## src/rtl/fetch_pkg.sv

```systemverilog
// Shared definitions for the instruction fetch controller: FSM state encoding
// and the default address/instruction widths.
package fetch_pkg;

  // Default address width, matching the pc register.
  localparam int FETCH_AW = 8;
  // Default instruction width.
  localparam int FETCH_IW = 16;

  // Fetch sequencing: IDLE after reset, REQ while a memory read is open,
  // HOLD while the instruction register waits for decode.
  typedef enum logic [1:0] {
    IDLE = 2'd0,
    REQ  = 2'd1,
    HOLD = 2'd2
  } fetch_state_t;

endpackage : fetch_pkg

```

## src/rtl/fetch_unit_if.sv

```systemverilog
// Bundle of every signal the fetch unit exchanges with the pc register,
// instruction memory, decode and execute. The fetch unit is the master.
interface fetch_unit_if #(
  parameter int AW = 8,
  parameter int IW = 16
);

  // pc register link
  logic [AW-1:0] pc_in;
  logic [AW-1:0] pc_next;
  logic          en_pc;
  // instruction memory read port
  logic          mem_req;
  logic [AW-1:0] mem_adrs;
  logic          mem_ack;
  logic [IW-1:0] mem_rdata;
  // instruction register towards decode
  logic          ir_valid;
  logic [IW-1:0] ir_data;
  logic [AW-1:0] ir_pc;
  logic          ir_ready;
  // redirect from execute
  logic          br_taken;
  logic [AW-1:0] br_target;

  modport master (
    input  pc_in,
    output pc_next,
    output en_pc,
    output mem_req,
    output mem_adrs,
    input  mem_ack,
    input  mem_rdata,
    output ir_valid,
    output ir_data,
    output ir_pc,
    input  ir_ready,
    input  br_taken,
    input  br_target
  );

  modport slave (
    output pc_in,
    input  pc_next,
    input  en_pc,
    input  mem_req,
    input  mem_adrs,
    output mem_ack,
    output mem_rdata,
    input  ir_valid,
    input  ir_data,
    input  ir_pc,
    output ir_ready,
    output br_taken,
    output br_target
  );

endinterface : fetch_unit_if

```

## src/rtl/fetch_unit.sv

```systemverilog
// Instruction fetch controller. Reads the current PC, performs a req/ack read
// of instruction memory, holds the result in a valid/ready instruction
// register and steers the pc register with either PC+1 or a branch target.
// A redirect that arrives while a read is still open is parked in a pending
// latch and applied when that read completes, its data being discarded.
module fetch_unit
  import fetch_pkg::*;
#(
  parameter int AW = FETCH_AW,
  parameter int IW = FETCH_IW
) (
  input logic          clk,
  input logic          clr,
  fetch_unit_if.master bus
);

  fetch_state_t  state_r;
  logic          pend_v_r;
  logic [AW-1:0] pend_tgt_r;
  logic          mem_req_r;
  logic          ir_valid_r;
  logic [IW-1:0] ir_data_r;
  logic [AW-1:0] ir_pc_r;

  logic          en_pc_s;
  logic [AW-1:0] pc_next_s;
  logic [AW-1:0] pc_inc_s;

  // Sequential successor; the natural AW-bit overflow gives the wrap to zero.
  assign pc_inc_s = bus.pc_in + {{(AW-1){1'b0}}, 1'b1};

  // Next-PC steering: execute redirect beats a parked redirect, which beats
  // the sequential increment. Without a load strobe pc_next mirrors pc_in.
  always_comb begin
    en_pc_s   = 1'b0;
    pc_next_s = bus.pc_in;
    case (state_r)
      IDLE: begin
        if (bus.br_taken) begin
          en_pc_s   = 1'b1;
          pc_next_s = bus.br_target;
        end else begin
          en_pc_s   = 1'b0;
          pc_next_s = bus.pc_in;
        end
      end
      REQ: begin
        // The PC only moves at ack time so the read address stays stable.
        if (bus.mem_ack) begin
          en_pc_s = 1'b1;
          if (bus.br_taken) begin
            pc_next_s = bus.br_target;
          end else if (pend_v_r) begin
            pc_next_s = pend_tgt_r;
          end else begin
            pc_next_s = pc_inc_s;
          end
        end else begin
          en_pc_s   = 1'b0;
          pc_next_s = bus.pc_in;
        end
      end
      HOLD: begin
        if (bus.br_taken) begin
          en_pc_s   = 1'b1;
          pc_next_s = bus.br_target;
        end else begin
          en_pc_s   = 1'b0;
          pc_next_s = bus.pc_in;
        end
      end
      default: begin
        en_pc_s   = 1'b0;
        pc_next_s = bus.pc_in;
      end
    endcase
  end

  // Fetch FSM with its registered outputs and the pending-redirect latch.
  always_ff @(posedge clk or posedge clr) begin
    if (clr) begin
      state_r    <= IDLE;
      pend_v_r   <= 1'b0;
      pend_tgt_r <= {AW{1'b0}};
      mem_req_r  <= 1'b0;
      ir_valid_r <= 1'b0;
      ir_data_r  <= {IW{1'b0}};
      ir_pc_r    <= {AW{1'b0}};
    end else begin
      case (state_r)
        IDLE: begin
          // One quiet cycle so the pc register is out of reset before reading.
          state_r   <= REQ;
          mem_req_r <= 1'b1;
        end
        REQ: begin
          if (bus.mem_ack) begin
            pend_v_r <= 1'b0;
            if (bus.br_taken || pend_v_r) begin
              // Data belongs to the abandoned path; restart at the target.
              state_r   <= REQ;
              mem_req_r <= 1'b1;
            end else begin
              ir_data_r  <= bus.mem_rdata;
              ir_pc_r    <= bus.pc_in;
              ir_valid_r <= 1'b1;
              mem_req_r  <= 1'b0;
              state_r    <= HOLD;
            end
          end else if (bus.br_taken) begin
            pend_v_r   <= 1'b1;
            pend_tgt_r <= bus.br_target;
          end else begin
            pend_v_r   <= pend_v_r;
            pend_tgt_r <= pend_tgt_r;
          end
        end
        HOLD: begin
          // Either decode takes the instruction or a redirect kills it;
          // both reopen a read at whatever pc now holds.
          if (bus.ir_ready || bus.br_taken) begin
            ir_valid_r <= 1'b0;
            mem_req_r  <= 1'b1;
            state_r    <= REQ;
          end else begin
            ir_valid_r <= 1'b1;
            mem_req_r  <= 1'b0;
            state_r    <= HOLD;
          end
        end
        default: begin
          state_r    <= IDLE;
          pend_v_r   <= 1'b0;
          mem_req_r  <= 1'b0;
          ir_valid_r <= 1'b0;
        end
      endcase
    end
  end

  assign bus.en_pc    = en_pc_s;
  assign bus.pc_next  = pc_next_s;
  assign bus.mem_req  = mem_req_r;
  assign bus.mem_adrs = bus.pc_in;
  assign bus.ir_valid = ir_valid_r;
  assign bus.ir_data  = ir_data_r;
  assign bus.ir_pc    = ir_pc_r;

endmodule : fetch_unit

```

## src/flat_wrapper.sv

```systemverilog
// flat-port wrapper written by rule: the top's interface ports become plain ports
module fetch_unit_flat import fetch_pkg::*;
#(
  parameter int AW = FETCH_AW,
  parameter int IW = FETCH_IW
)
  (clk, clr, bus_pc_in, bus_pc_next, bus_en_pc, bus_mem_req, bus_mem_adrs, bus_mem_ack, bus_mem_rdata, bus_ir_valid, bus_ir_data, bus_ir_pc, bus_ir_ready, bus_br_taken, bus_br_target);
  fetch_unit_if #(.AW(AW), .IW(IW)) bus_i ();
  input logic clk;
  input logic clr;
  input wire logic [$bits(bus_i.pc_in)-1:0] bus_pc_in;
  output wire logic [$bits(bus_i.pc_next)-1:0] bus_pc_next;
  output wire logic [$bits(bus_i.en_pc)-1:0] bus_en_pc;
  output wire logic [$bits(bus_i.mem_req)-1:0] bus_mem_req;
  output wire logic [$bits(bus_i.mem_adrs)-1:0] bus_mem_adrs;
  input wire logic [$bits(bus_i.mem_ack)-1:0] bus_mem_ack;
  input wire logic [$bits(bus_i.mem_rdata)-1:0] bus_mem_rdata;
  output wire logic [$bits(bus_i.ir_valid)-1:0] bus_ir_valid;
  output wire logic [$bits(bus_i.ir_data)-1:0] bus_ir_data;
  output wire logic [$bits(bus_i.ir_pc)-1:0] bus_ir_pc;
  input wire logic [$bits(bus_i.ir_ready)-1:0] bus_ir_ready;
  input wire logic [$bits(bus_i.br_taken)-1:0] bus_br_taken;
  input wire logic [$bits(bus_i.br_target)-1:0] bus_br_target;
  assign bus_i.pc_in = bus_pc_in;
  assign bus_pc_next = bus_i.pc_next;
  assign bus_en_pc = bus_i.en_pc;
  assign bus_mem_req = bus_i.mem_req;
  assign bus_mem_adrs = bus_i.mem_adrs;
  assign bus_i.mem_ack = bus_mem_ack;
  assign bus_i.mem_rdata = bus_mem_rdata;
  assign bus_ir_valid = bus_i.ir_valid;
  assign bus_ir_data = bus_i.ir_data;
  assign bus_ir_pc = bus_i.ir_pc;
  assign bus_i.ir_ready = bus_ir_ready;
  assign bus_i.br_taken = bus_br_taken;
  assign bus_i.br_target = bus_br_target;
  fetch_unit #(.AW(AW), .IW(IW)) u_core (.clk(clk), .clr(clr), .bus(bus_i));
endmodule
```

## config.mk

```make
export PLATFORM = sky130hd
export DESIGN_NAME = fetch_unit_flat
export DESIGN_NICKNAME = d
export VERILOG_FILES = /design/src/rtl/fetch_pkg.sv /design/src/rtl/fetch_unit_if.sv /design/src/rtl/fetch_unit.sv /design/src/flat_wrapper.sv
export SDC_FILE = /design/constraint.sdc
export NUM_CORES = 1
export LEC_CHECK = 0
export BUFFER_PORTS_ARGS = -buffer_cell sky130_fd_sc_hd__buf_4
export CAP_MARGIN = 20
export CORE_AREA = 2 2 66 68
export CTS_CLUSTER_DIAMETER = 80
export DETAILED_ROUTE_END_ITERATION = 8
export DIE_AREA = 0 0 68 70
export PLACE_DENSITY = 0.93
export SETUP_SLACK_MARGIN = 0.2
export SLEW_MARGIN = 30
export SYNTH_ARGS = -nofsm -noshare
export SYNTH_HDL_FRONTEND = slang
export SYNTH_SLANG_ARGS = --single-unit
```

## constraint.sdc

```tcl
create_clock -name clk -period 2.65 [get_ports clk]
set_input_delay 0.265 -clock clk [delete_from_list [all_inputs] [get_ports clk]]
set_output_delay 0.265 -clock clk [all_outputs]
set_load 0.05 [all_outputs]
```

==> flow_summary_export.csv <==
group,metric,value,unit
setup_path,crit_chain,"inv_1, ha_2, nor2_1, nand2_1, a32oi_1, o21ai_1, buf_4",
die,dieArea,4760,µm²
synthesis,synthCells,182,
setup_path,cp_top_family,"simple AND/OR/NAND/NOR gates",
setup_path,cp_max_fo,7,
place,gp_congestion,0.904,
drt,wl_met2,2980,µm
synthesis,synth_edf_count,0,
power,pwr-share-comb,63.4,%
synthesis,syn-cell-area,2040,µm²
setup_path,cp.arrival,2.14,ns
power,p_int,1.85,mW
die,coreArea,4140,µm²
timing,rsz0062_at_grt,"yes",
timing,maxSlewHeadroom,68.0,%
timing,min_period_over_period,90.6,%
grt,grt_pass1_vias,1874,
power,p_switching,2.04,mW
setup_path,end_kind,"output port",
timing,drv_slew,0,
drt,drt_iter0_drc,147,
timing,finalSetupViolCount,0,
timing,hold_violations,0,
drt,antenna_left,0,
synthesis,async_flop_share,100,%
synthesis,seq_area_frac_synth,44.1,%
setup_path,path_buf_inv,2,
synthesis,avgSynthCellArea,11.2,µm²
timing,fin_skew,0.00640,ns
drt,vias_per_cell,5.77,
timing,fmax,416,MHz
clocking,cts_root_buf,"clkbuf_8",
flow_run,drv_cap,0,
final_layout,final_cells,310,
setup_path,required,2.38,ns
setup_path,critPathSlowestCell,"dfrtp_1",
power,clockPowerShare,10.6,%
drt,dr_wl_met3,463,µm
power,ir_drop,0.00107,V
clocking,numClockSinks,36,
place,placed_cells,301,
setup_path,worstSetupStartpointType,"register",
grt,grt_use_total,25.8,%
setup_path,crit_type,"reg2out",
die,die_w,68,µm
setup_path,max_stage_delay,0.41,ns
synthesis,syn_nets,224,
drt,vias,1789,
final_layout,final_util,65.8,%
grt,grt_pass1_wl,9200,µm
clocking,h-tree-depth,2,
power,p_leak,1.27,nW
timing,period_minus_slack,2.40,ns
drt,wl_met1,2160,µm
final_layout,area_growth,33.6,%
drt,top_layer,"met4",
die,core.rowCount,24,
die,die_height,70,µm
synthesis,synth_ff_type,"dfrtp_1",
die,io_pins,80,
synthesis,ys_warn_count,0,
drt,route.detailed.drc,0,
final_layout,n_antenna_cell,0,
die,start_util,49.2,%
final_layout,fin_nets,299,
power,p_per_area,1430,nW/µm²
timing,tightestPinTransition,0.478,ns
final_layout,drive_gt1_share,48.8,%
clocking,ctsHoldBuffers,0,
timing,hold-worst-slack,0.0955,ns
grt,grt_overflow,0,
clocking,clk-insertion-delay-late,0.30,ns
drt,drt-total-wl,5780,µm
grt,antenna_found_initial,0,
synthesis,synth_cell_type_count,48,
clocking,cts.clk_slew.worst_paths,0.08,ns
place,io_buffers,79,
clocking,cts_max_path_buffers,2,
hold_path,hp-class,"in2async",
run_status,run_status,"finished clean",
clocking,cts_tree,"yes",
drt,drt_first_pass_iters,4,
grt,grt_max_degree,37,
place,hpwl,4140,µm
drt,wl_per_cell,18.6,µm
synthesis,ys_seq_elements,36,
clocking,numCtsBuffers,5,
power,seqPwrFrac,26.0,%
power,swShare,52.5,%
timing,fin_tns_setup,0,ns
[cell type report]
class                      count  area [µm²]
inverter                       9        33.8
tap                           52        65.1
multi-input combinational    123        1020
clock buffer                   5        68.8
clock inverter                 3        21.3
timing repair buffer          82         616
fill                         299        1420
sequential                    36         901
[worst paths after layout]
check	slack, ns	depth (start not counted)	from	endpoint
min in group clk	0.18	2	bus_mem_rdata[8]	u_core.bus.ir_data[8]$_DFFE_PP0P_
max	0.25	7	u_core.state_r[0]$_DFFE_PP0N_	bus_pc_next[1]
max in group asynchronous	2.23	3	clr	u_core.pend_v_r$_DFFE_PP0P_
min reg2reg	0.49	1	u_core.bus.ir_data[8]$_DFFE_PP0P_	u_core.bus.ir_data[8]$_DFFE_PP0P_
max reg2reg	0.79	6	u_core.state_r[1]$_DFFE_PP0N_	u_core.bus.ir_pc[0]$_DFFE_PP0P_
min	0.1	3	clr	u_core.bus.ir_data[3]$_DFFE_PP0P_
[sequential cells by signal, summed over array words and instances, names as in the netlist]
signal               count
u_core.bus.ir_valid      1
u_core.pend_tgt_r        8
u_core.pend_v_r          1
u_core.state_r           2
u_core.bus.ir_data      16
u_core.bus.ir_pc         8
[routing by layer]
metal / GRT usage, % / vias up
li1: - / 808
met1: 32.8 / 843
met2: 42.1 / 114
met3: 5.80 / 24
met4: 9.78 / 0
met5: 0 / -
[power groups by stage]
stage          registers, mW  clock network (mW)  logic, mW
6_report                1.01               0.413       2.46
5_1_grt                 1.04               0.431       2.57
4_1_cts                 1.00               0.414       2.42
3_5_place_dp            1.01                   0       2.39
3_3_place_gp           0.978                   0       2.33
2_1_floorplan           1.66                   0       1.04
[cells in the final DEF, fill, tap and decap left out, drive strengths merged, types with 5 or more instances in the layout]
cell type	n
nor2	5
buf	82
mux2	33
inv	10
ha	5
dfrtp	36
nand2	11
a21oi	8
o21ai	11
clkbuf	5
[worst reg2reg max path, cell delays in order (launching register included)]
cell and delay (ns):
dfrtp_1 0.41, inv_1 0.11, ha_2 0.24, nand2_2 0.15
nor2_4 0.10, buf_4 0.32, mux2_2 0.40
[Yosys cell counts, types with 2 or more instances]
cell / count / area (µm²)
dfrtp_1: 36 / 901
mux2_2: 21 / 236
mux2_1: 12 / 135
o21ai_0: 11 / 55.1
nand2_1: 10 / 37.5
buf_4: 9 / 67.6
inv_1: 9 / 33.8
a21oi_1: 8 / 40.0
ha_1: 5 / 62.6
a22oi_1: 4 / 30.0
buf_6: 4 / 45.0
nand3_1: 4 / 20.0
nor2_1: 4 / 15.0
o31ai_1: 4 / 30.0
xnor2_1: 3 / 26.3
a32oi_1: 2 / 17.5
and2b_1: 2 / 15.0
mux2i_1: 2 / 20.0
o221ai_1: 2 / 17.5
or3_1: 2 / 12.5
[kinds of logic after synthesis]
group	count (synthesis)	share of synthesized area, %
AO/OA/AOI/OAI	45	15.2
XOR/XNOR	3	1.29
adder cells (fa/ha/maj)	5	3.07
buffers and inverters	23	7.42
flip-flops	36	44.1
multiplexers	35	19.2
AND/OR/NAND/NOR	35	9.69
[repair_timing]
| item | in CTS | in global routing |
|---|---|---|
| buffers inserted | 1 | 0 |
| endpoints found under the hold margin | 0 | 0 |
| endpoints found under the setup margin | 4 | 8 |
| gates resized for setup | 2 | 8 |
[stage by stage]
step	instance area [µm²]	worst slack, ns	power (mW)
floorplan	2050	-0.145	2.70
global placement	2600	0.503	3.31
detailed placement	2600	0.412	3.41
CTS	2700	0.204	3.84
global route	2730	0.147	4.04
finish	2730	0.248	3.89
Power figures use the tool's default switching activity.
